<file path="config.mk">
export PLATFORM = sky130hd
export DESIGN_NAME = rgb_pwm_ctrl
export DESIGN_NICKNAME = d
export VERILOG_FILES = /design/src/rtl/rgb_pkg.sv /design/src/rtl/sw_debounce.sv /design/src/rtl/rgb_pwm_ctrl.sv
export SDC_FILE = /design/constraint.sdc
export NUM_CORES = 1
export LEC_CHECK = 0
export BUFFER_PORTS_ARGS = -buffer_cell sky130_fd_sc_hd__clkbuf_2
export CAP_MARGIN = 20
export CORE_ASPECT_RATIO = 0.9
export CORE_MARGIN = 2
export CORE_UTILIZATION = 62
export DETAILED_ROUTE_END_ITERATION = 10
export GPL_TIMING_DRIVEN = 0
export PLACE_DENSITY = 0.87
export SLEW_MARGIN = 30
export SYNTH_ARGS = -nofsm -noshare
export SYNTH_HDL_FRONTEND = slang
export SYNTH_SLANG_ARGS = --single-unit
export TNS_END_PERCENT = 100
</file>
<file path="constraint.sdc">
create_clock -name clk -period 4.4 [get_ports clk]
set_input_delay 1.32 -clock clk [delete_from_list [all_inputs] [get_ports clk]]
set_output_delay 1.32 -clock clk [all_outputs]
set_load 0.05 [all_outputs]
</file>
<file path="src/rtl/rgb_pkg.sv">
`default_nettype none
// ============================================================================
//  Module   : rgb_pkg
//  Brief    : Shared lighting-mode encodings and width helper for rgb_pwm_ctrl.
//  Revision : 1.0 - initial release
// ============================================================================
package rgb_pkg;

    localparam logic [1:0] MODE_PASS    = 2'b00;
    localparam logic [1:0] MODE_DIM     = 2'b01;
    localparam logic [1:0] MODE_BLINK   = 2'b10;
    localparam logic [1:0] MODE_BREATHE = 2'b11;

    // Bits needed to hold values 0..value-1; never returns less than 1.
    function automatic int clog2(input int value);
        int r;
        r = 1;
        for (int i = 1; i < 31; i++) begin
            if ((1 << i) < value) begin
                r = i + 1;
            end
        end
        return r;
    endfunction

endpackage : rgb_pkg
`default_nettype wire

</file>
<file path="src/rtl/sw_debounce.sv">
`default_nettype none
// ============================================================================
//  Module   : sw_debounce
//  Brief    : One switch channel: 2-FF synchroniser followed by a debouncer
//             that accepts a change after DEB_CYCLES consecutive stable samples.
//  Revision : 1.0 - initial release
// ============================================================================
module sw_debounce
    import rgb_pkg::*;
#(
    parameter int DEB_CYCLES = 1000
) (
    input  logic clk,
    input  logic rst,
    input  logic i_sw,
    output logic o_sw_db
);

    localparam int                 c_CNT_W  = clog2(DEB_CYCLES + 1);
    localparam logic [c_CNT_W-1:0] c_CNT_TC = c_CNT_W'(DEB_CYCLES - 1);

    logic               r_sync1;
    logic               r_sync2;
    logic               r_db;
    logic [c_CNT_W-1:0] r_cnt;

    // Any sample that agrees with the accepted state restarts the count.
    always_ff @(posedge clk or posedge rst) begin
        if (rst) begin
            r_sync1 <= 1'b0;
            r_sync2 <= 1'b0;
            r_db    <= 1'b0;
            r_cnt   <= '0;
        end else begin
            r_sync1 <= i_sw;
            r_sync2 <= r_sync1;
            if (r_sync2 != r_db) begin
                if (r_cnt == c_CNT_TC) begin
                    r_db  <= r_sync2;
                    r_cnt <= '0;
                end else begin
                    r_cnt <= r_cnt + 1'b1;
                end
            end else begin
                r_cnt <= '0;
            end
        end
    end

    assign o_sw_db = r_db;

endmodule : sw_debounce
`default_nettype wire

</file>
<file path="src/rtl/rgb_pwm_ctrl.sv">
`default_nettype none
// ============================================================================
//  Module   : rgb_pwm_ctrl
//  Brief    : Debounced switch-to-LED driver with passthrough, dim, blink and
//             breathe modes; mode and effect state change only at PWM wraps.
//  Revision : 1.0 - initial release
// ============================================================================
module rgb_pwm_ctrl
    import rgb_pkg::*;
#(
    parameter int NUM_CH        = 3,
    parameter int PWM_W         = 8,
    parameter int DEB_CYCLES    = 1000,
    parameter int DIM_DUTY      = 64,
    parameter int BLINK_PERIODS = 128,
    parameter int BREATHE_STEP  = 2
) (
    input  logic              clk,
    input  logic              rst,
    input  logic [NUM_CH-1:0] sw,
    input  logic [1:0]        mode,
    output logic [NUM_CH-1:0] led,
    output logic [NUM_CH-1:0] sw_db,
    output logic              pwm_wrap
);

    localparam logic [PWM_W-1:0] c_PWM_MAX = {PWM_W{1'b1}};
    localparam logic [PWM_W-1:0] c_DIM     = PWM_W'(DIM_DUTY);
    localparam int               c_BLK_W   = clog2(BLINK_PERIODS + 1);
    localparam logic [c_BLK_W-1:0] c_BLK_TC = c_BLK_W'(BLINK_PERIODS - 1);
    localparam int               c_STP_W   = clog2(BREATHE_STEP + 1);
    localparam logic [c_STP_W-1:0] c_STP_TC = c_STP_W'(BREATHE_STEP - 1);

    logic [NUM_CH-1:0]  w_sw_db;

    logic [PWM_W-1:0]   r_pwm_cnt;
    logic               r_pwm_wrap;
    logic [1:0]         r_mode_q;
    logic [c_BLK_W-1:0] r_blink_cnt;
    logic               r_blink_ph;
    logic [c_STP_W-1:0] r_step_cnt;
    logic [PWM_W-1:0]   r_duty;
    logic               r_dir_up;
    logic [NUM_CH-1:0]  r_led;

    logic [PWM_W-1:0]   w_pwm_next;
    logic               w_at_max;
    logic [1:0]         w_mode_next;
    logic               w_mode_chg;
    logic [c_BLK_W-1:0] w_blink_cnt_next;
    logic               w_blink_ph_next;
    logic [c_STP_W-1:0] w_step_next;
    logic [PWM_W-1:0]   w_duty_next;
    logic               w_dir_up_next;
    logic               w_gate;
    logic [NUM_CH-1:0]  w_led_next;

    for (genvar i = 0; i < NUM_CH; i++) begin : g_ch
        sw_debounce #(
            .DEB_CYCLES (DEB_CYCLES)
        ) u_deb (
            .clk     (clk),
            .rst     (rst),
            .i_sw    (sw[i]),
            .o_sw_db (w_sw_db[i])
        );
    end

    always_comb begin
        w_pwm_next       = r_pwm_cnt + 1'b1;
        w_at_max         = (r_pwm_cnt == c_PWM_MAX);
        w_mode_next      = w_at_max ? mode : r_mode_q;
        w_mode_chg       = w_at_max && (mode != r_mode_q);
        w_blink_cnt_next = r_blink_cnt;
        w_blink_ph_next  = r_blink_ph;
        w_step_next      = r_step_cnt;
        w_duty_next      = r_duty;
        w_dir_up_next    = r_dir_up;

        if (w_mode_chg) begin
            w_blink_cnt_next = '0;
            w_blink_ph_next  = 1'b0;
            w_step_next      = '0;
            w_duty_next      = '0;
            w_dir_up_next    = 1'b1;
        end else if (w_at_max) begin
            if (r_mode_q == MODE_BLINK) begin
                if (r_blink_cnt == c_BLK_TC) begin
                    w_blink_cnt_next = '0;
                    w_blink_ph_next  = ~r_blink_ph;
                end else begin
                    w_blink_cnt_next = r_blink_cnt + 1'b1;
                end
            end
            if (r_mode_q == MODE_BREATHE) begin
                if (r_step_cnt == c_STP_TC) begin
                    w_step_next = '0;
                    if (r_dir_up && (r_duty != c_PWM_MAX)) begin
                        w_duty_next = r_duty + 1'b1;
                    end else if (!r_dir_up && (r_duty != '0)) begin
                        w_duty_next = r_duty - 1'b1;
                    end
                    // Flip as soon as an endpoint is reached so it is held one step only.
                    if (w_duty_next == c_PWM_MAX) begin
                        w_dir_up_next = 1'b0;
                    end else if (w_duty_next == '0) begin
                        w_dir_up_next = 1'b1;
                    end
                end else begin
                    w_step_next = r_step_cnt + 1'b1;
                end
            end
        end
    end

    // Gate uses next-cycle PWM/mode state so the registered LED lines up with pwm_cnt.
    always_comb begin
        w_gate = 1'b0;
        case (w_mode_next)
            MODE_PASS:  w_gate = 1'b1;
            MODE_DIM:   w_gate = (w_pwm_next < c_DIM);
            MODE_BLINK: w_gate = w_blink_ph_next;
            default:    w_gate = (w_pwm_next < w_duty_next);
        endcase
        w_led_next = w_sw_db & {NUM_CH{w_gate}};
    end

    always_ff @(posedge clk or posedge rst) begin
        if (rst) begin
            r_pwm_cnt   <= '0;
            r_pwm_wrap  <= 1'b0;
            r_mode_q    <= MODE_PASS;
            r_blink_cnt <= '0;
            r_blink_ph  <= 1'b0;
            r_step_cnt  <= '0;
            r_duty      <= '0;
            r_dir_up    <= 1'b1;
            r_led       <= '0;
        end else begin
            r_pwm_cnt   <= w_pwm_next;
            r_pwm_wrap  <= w_at_max;
            r_mode_q    <= w_mode_next;
            r_blink_cnt <= w_blink_cnt_next;
            r_blink_ph  <= w_blink_ph_next;
            r_step_cnt  <= w_step_next;
            r_duty      <= w_duty_next;
            r_dir_up    <= w_dir_up_next;
            r_led       <= w_led_next;
        end
    end

    assign led      = r_led;
    assign sw_db    = w_sw_db;
    assign pwm_wrap = r_pwm_wrap;

endmodule : rgb_pwm_ctrl
`default_nettype wire

</file>
# ---- Yosys cells after proc, flatten, opt, wreduce, memory -nomap -nowiden
# Cells that the tools add are included.
dict set report classes {
  reduce_logical 18
  muxes 36
  bitwise_logic 2
  addsub 8
  magnitude_cmp 2
  n_eq_ne 16
}
# operator n
set op_table {}
lappend op_table {{8-bit two-way mux} 14}
lappend op_table {{10-bit two-way mux} 6}
lappend op_table {{10-bit by 1-bit adder with 10-bit output (second input constant)} 3}
lappend op_table {{10-bit == test (second input constant)} 3}
lappend op_table {{8-bit by 1-bit adder with 8-bit output (second input constant)} 3}
lappend op_table {{8-bit == test (second input constant)} 2}
lappend op_table {{1-bit two-way mux} 10}
lappend op_table {{2-bit two-way mux} 5}
lappend op_table {{2-bit AND reduction} 5}
lappend op_table {{8-bit by 7-bit == test with 1-bit output (second input constant)} 1}
lappend op_table {{8-bit zero test} 1}
lappend op_table {{8-bit by 7-bit less-than comparator with 1-bit output (second input constant)} 1}
lappend op_table {{8-bit less-than comparator} 1}
lappend op_table {{8-bit inequality test (second input constant)} 1}
lappend op_table {{2-bit nonzero test} 4}
lappend op_table {{8-bit nonzero test} 1}
lappend op_table {{8-bit by 1-bit subtractor with 8-bit output (second input constant)} 1}
lappend op_table {{2-bit == test (second input constant)} 3}
lappend op_table {{2-bit by 1-bit == test with 1-bit output (second input constant)} 2}
lappend op_table {{4-bit AND reduction} 1}
lappend op_table {{3-bit bitwise AND} 1}
lappend op_table {{1-bit logical AND} 3}
lappend op_table {{1-bit inequality test} 3}
lappend op_table {{1-bit case mux with 3 select lines} 1}
lappend op_table {{6 further kinds} 6}
dict set report word_totals {
  elab_cells 103
  out_inout_bits 7
  in_bits 7
  reg_bits 73
}

# ---- Longest topological paths before layout
dict set report depth {
  word_depth 15
  mapped_depth 17
  mapped_depth_nobuf 17
}

# ---- By module
# From an unflattened synthesis, not the netlist that was laid out.
dict set report hier_totals {
  cells_unflattened 425
  hier_area_um2 4209.0
}
# module area_per_inst_um2 instances seq_area_each_um2 cells_each
set by_module_without_submodules {}
lappend by_module_without_submodules {rgb_pwm_ctrl 2332.2 1 852.1 248}
lappend by_module_without_submodules {sw_debounce 625.6 3 325.3 59}

# ---- Worst setup path before layout
# OpenSTA, ideal clock, no wires.
dict set report synth_timing {
  kind {input -> register}
  startpoint {input port mode[0]}
  endpoint {register r_led[0], in the netlist led[0]}
  path_stages 13
  setup_slack_ps 847
  path_buffers 1
  t_arrival_ps 3480
  path_cell_list {xnor2_1 > a21oi_1 > clkbuf_1 > a21oi_1 > inv_2 > ha_1 > a21o_1 > a21o_1 > a221oi_1 > o21ai_0 > o311ai_1 > a22oi_1 > nor2b_1}
}
dict set report synth_via {
  elab_chain_cells 6
}
# item line_no
set synth_lines {}
lappend synth_lines {{from (decl)} rgb_pwm_ctrl.sv:21} ;# input logic [1:0] mode,
lappend synth_lines {{2-bit inequality test} rgb_pwm_ctrl.sv:73} ;# w_mode_chg = w_at_max && (mode != r_mode_q);
lappend synth_lines {{1-bit logical AND} rgb_pwm_ctrl.sv:73}
lappend synth_lines {{8-bit two-way mux} rgb_pwm_ctrl.sv:80} ;# if (w_mode_chg) begin
lappend synth_lines {{via w_duty_next[5]} rgb_pwm_ctrl.sv:53} ;# logic [PWM_W-1:0] w_duty_next;
lappend synth_lines {{8-bit less-than comparator} rgb_pwm_ctrl.sv:123} ;# default: w_gate = (w_pwm_next < w_duty_next);
lappend synth_lines {{1-bit case mux with 3 select lines} rgb_pwm_ctrl.sv:119} ;# case (w_mode_next)
lappend synth_lines {{3-bit bitwise AND} rgb_pwm_ctrl.sv:125} ;# w_led_next = w_sw_db & {NUM_CH{w_gate}};
lappend synth_lines {{via w_led_next[0]} rgb_pwm_ctrl.sv:56} ;# logic [NUM_CH-1:0] w_led_next;
lappend synth_lines {{to (signal assigned)} rgb_pwm_ctrl.sv:148} ;# r_led <= w_led_next;
lappend synth_lines {{to (decl)} rgb_pwm_ctrl.sv:44} ;# logic [NUM_CH-1:0] r_led;
# The timed path passes the listed nets, and every way through them passes these cells.
# A chain may end at the register's enable or synchronous reset.

# ---- Worst setup path in the final report
dict set report layout_timing {
  startpoint {input port mode[0]}
  endpoint {register r_led[2], in the netlist led[2]}
}
# Same word-level chain as after synthesis.

==> results.txt <==
Worst VDD drop: 0.000282 V
Worst-Skew Late Latency: 350 ps
Post-Place Cells: 504
most frequent cells in the layout: 72 x dfrtp_1, 48 x nor2_1, 42 x nand2_1
Cell variety after synth: 62
CTS Buffer Depth: 2
worst r2r src: r_pwm_cnt[0]
initial antenna violation count: 0
CTS sink count: 73
Global Route Usage Sum: 0.259
worst-margin pin slew: 603 ps
final instance area: 4350 um^2
ranking of synthesized cells by area: dfrtp_1 46%, xnor2_1 5.8%, ha_1 4.8%, nor2_1 4.6%, xor2_1 4.2%
Synth Area in Compound Gates: 0.0875
DP HPWL: 5.83 mm
crit path kind: input port to flop
reg2reg end: led[2]
CP Data Required Time: 4670 ps
CP endpoint kind: flop
P_int: 1.00 mW
main combinational cell family by area after synthesis: simple AND/OR/NAND/NOR gates
Post-CTS Setup Bufs: 0
Mapped Nets: 425
Worst path max stage delay: 520 ps
Adder-Cell Fraction of Synth Area: 0.0475
I/O Pins: 14
max-slew violations: 0
CTS buffer count: 9
Combinational Power Share: 0.049
Post-Syn Area: 3950 um^2
vias in the first global route: 3045
HP Class: flop to flop
vias per cell: 5.90
FF+latch count, synth: 73
H-tree depth: 3
Layout Cells excl Fill: 520
fill cell count: 442
Crit path arrival time: 4330 ps
Crit-path slowest cell: a21oi_1
final hold vios: 0
initial core utilization: 0.642
Placer Congestion: 0.876
Syn Inst Count: 403
CTS tree: built
asr flop ratio synth: 1.00
core area: 6150 um^2
top cell type's share of synthesized area: 0.456
Reg power frac: 0.536
max-cap viol count: 0
Root Driver: clkbuf_8
Post-CTS Resized: 0
Final Net Count: 450
RSZ-0062 raised after global routing: false
share of layout cells above drive strength 1: 0.134
Syn-to-layout area delta: 10.2%
Die ar.: 7020 um^2
WHS Endpoint: g_ch[0].u_deb.r_sync2
largest net degree at the start of global routing: 38
Setup Viol. Count Final: 0
Die Wd: 88.1 um
clk slew on worst S/H paths: 80 ps
P_sw: 0.302 mW
top_reg_cell synth: dfrtp_1
Clock Skews: 11.7 ps
register area share after synthesis: 0.463
Worst R2R Path Depth: 15
Final Cycle Share: 0.922
CP startpoint kind: input port
drc violations: 0
first-pass GRT wire length: 14.0 mm
leakage: 1.95 nW
die span in y: 79.7 um
clock network power share: 0.415
switch share: 0.232
most common cell after layout, fill and taps aside: dfrtp_1
fin crit period: 4050 ps
placed cell area: 4140 um^2
Core Rows: 27
Slew Limit Headroom: 0.598
top cell type by total area after synthesis: dfrtp_1
XOR/XNOR Fraction of Synth Area: 0.108
diode count: 0
DR WL/cell: 15.4 um
status: completed
min-delay src: g_ch[0].u_deb.r_sync1
post-synthesis mux area share: 0.0114
Ys Warns: 0
Iter 0 DRT Violations: 307
Post-synth EDFFs: 0
power per cell area: 300 nW/um^2
syn_area_per_cell: 9.80 um^2
global route total overflow: 0
antenna viol nets, final: 0
Cell Chain, Critical Path: clkbuf_2 > xnor2_1 > a21oi_1 > clkbuf_1 > a21oi_1 > inv_2 > ha_1 > a21o_1 > a21o_1 > a221oi_1 > o21ai_0 > o311ai_1 > a22oi_1 > nor2b_1
port bufs: 13
CP max FO: 10
Max Fclk: 0.247 GHz
DRT Pass-1 Iters: 5
hold path depth: 0
R2R Setup Slk: 460 ps
Setup TNS Final: 0 ps
Vias: 3068
final WL: 8.02 mm
post-synthesis simple-gate area fraction: 0.246
Post-CTS Hold Buffers: 0
-- cell families after synthesis --
| kind of cell | Yosys count |
|---|---|
| buffers and inverters | 30 |
| multiplexers | 4 |
| flip-flops | 73 |
| XOR/XNOR | 47 |
| adder cells (fa/ha/maj) | 15 |
| AO/OA/AOI/OAI | 48 |
| AND/OR/NAND/NOR | 186 |
-- synth_stat cells (3+ instances only) --
cell      count
or3_1         4
clkbuf_1      4
inv_1        15
a21oi_1      10
mux2_2        4
ha_1         15
nor3b_1       3
xnor2_1      26
nand3_1      18
or4_1         7
xor2_1       19
nor3_1       10
buf_2         3
nand2b_1      3
and3_1       13
nor2_1       48
nand4_1      12
o21ai_0       8
nand2_1      42
inv_2         3
dfrtp_1      72
and2_1        7
o31a_1        3
nor2b_1       5
buf_4         3
-- metal layers --
| metal | track usage | part of all wire | vias to the layer above |
|---|---|---|---|
| met5 | 0 | 0 | - |
| met4 | 0.0939 | 0.018 | 0 |
| met3 | 0.0600 | 0.055 | 16 |
| met2 | 0.423 | 0.49 | 100 |
| met1 | 0.338 | 0.44 | 1494 |
| li1 | - | - | 1458 |
-- flip-flops by register name (all words and copies together) (netlist names) --
register            flops
g_ch.u_deb.o_sw_db      3
g_ch.u_deb.r_cnt       30
g_ch.u_deb.r_sync1      3
g_ch.u_deb.r_sync2      3
led                     3
pwm_wrap                1
r_blink_cnt             8
r_blink_ph              1
r_dir_up                1
r_duty                  8
r_mode_q                2
r_pwm_cnt               8
r_step_cnt              2
-- power groups by stage --
stage,Clock [mW],Combinational [mW],Sequential (mW)
2_1_floorplan,0,0.0457,0.708
3_3_place_gp,0,0.0579,0.710
3_5_place_dp,0,0.0643,0.711
4_1_cts,0.550,0.0647,0.698
5_1_grt,0.580,0.0729,0.701
6_report,0.542,0.0637,0.699
-- worst max path at each step --
| stage | from | endpoint |
|---|---|---|
| final | mode[0] | led[2] |
| after global routing | mode[0] | led[2] |
| after CTS | mode[0] | led[2] |
| after detailed placement | mode[0] | led[2] |
| after global placement | mode[0] | led[2] |
| after floorplan | mode[0] | led[0] |
-- per-stage QoR --
step                      setup WS, ps  hold WS [ps]  power, mW   util
after detailed placement          56.3           346      0.776  0.674
after floorplan                    847           331      0.753      -
final                              345           359       1.30  0.708
after CTS                          409           360       1.31  0.708
after global routing               184           363       1.35  0.708
after global placement             176           331      0.768  0.670
-- layout make-up --
class,count,area [um^2],area share
repair buffers,14,85.1,0.0196
well taps,87,109,0.0250
plain buffers,12,75.1,0.0173
clock inverters,4,51.3,0.0118
multi-input cells,300,1980,0.454
inverters,18,70.1,0.0161
clock buffers,12,155,0.0357
flip-flops and latches,73,1830,0.420
-- critical path: cells and delay by family --
| kind | cells | cell delay [ps] |
|---|---|---|
| and+or+nand+nor | 1 | 190 |
| AOI/OAI and AO/OA | 8 | 1770 |
| adders and majority gates | 1 | 250 |
| buffers and inverters | 3 | 620 |
| xor gates and xnor gates | 1 | 160 |
(Power assumes the default switching activity.)
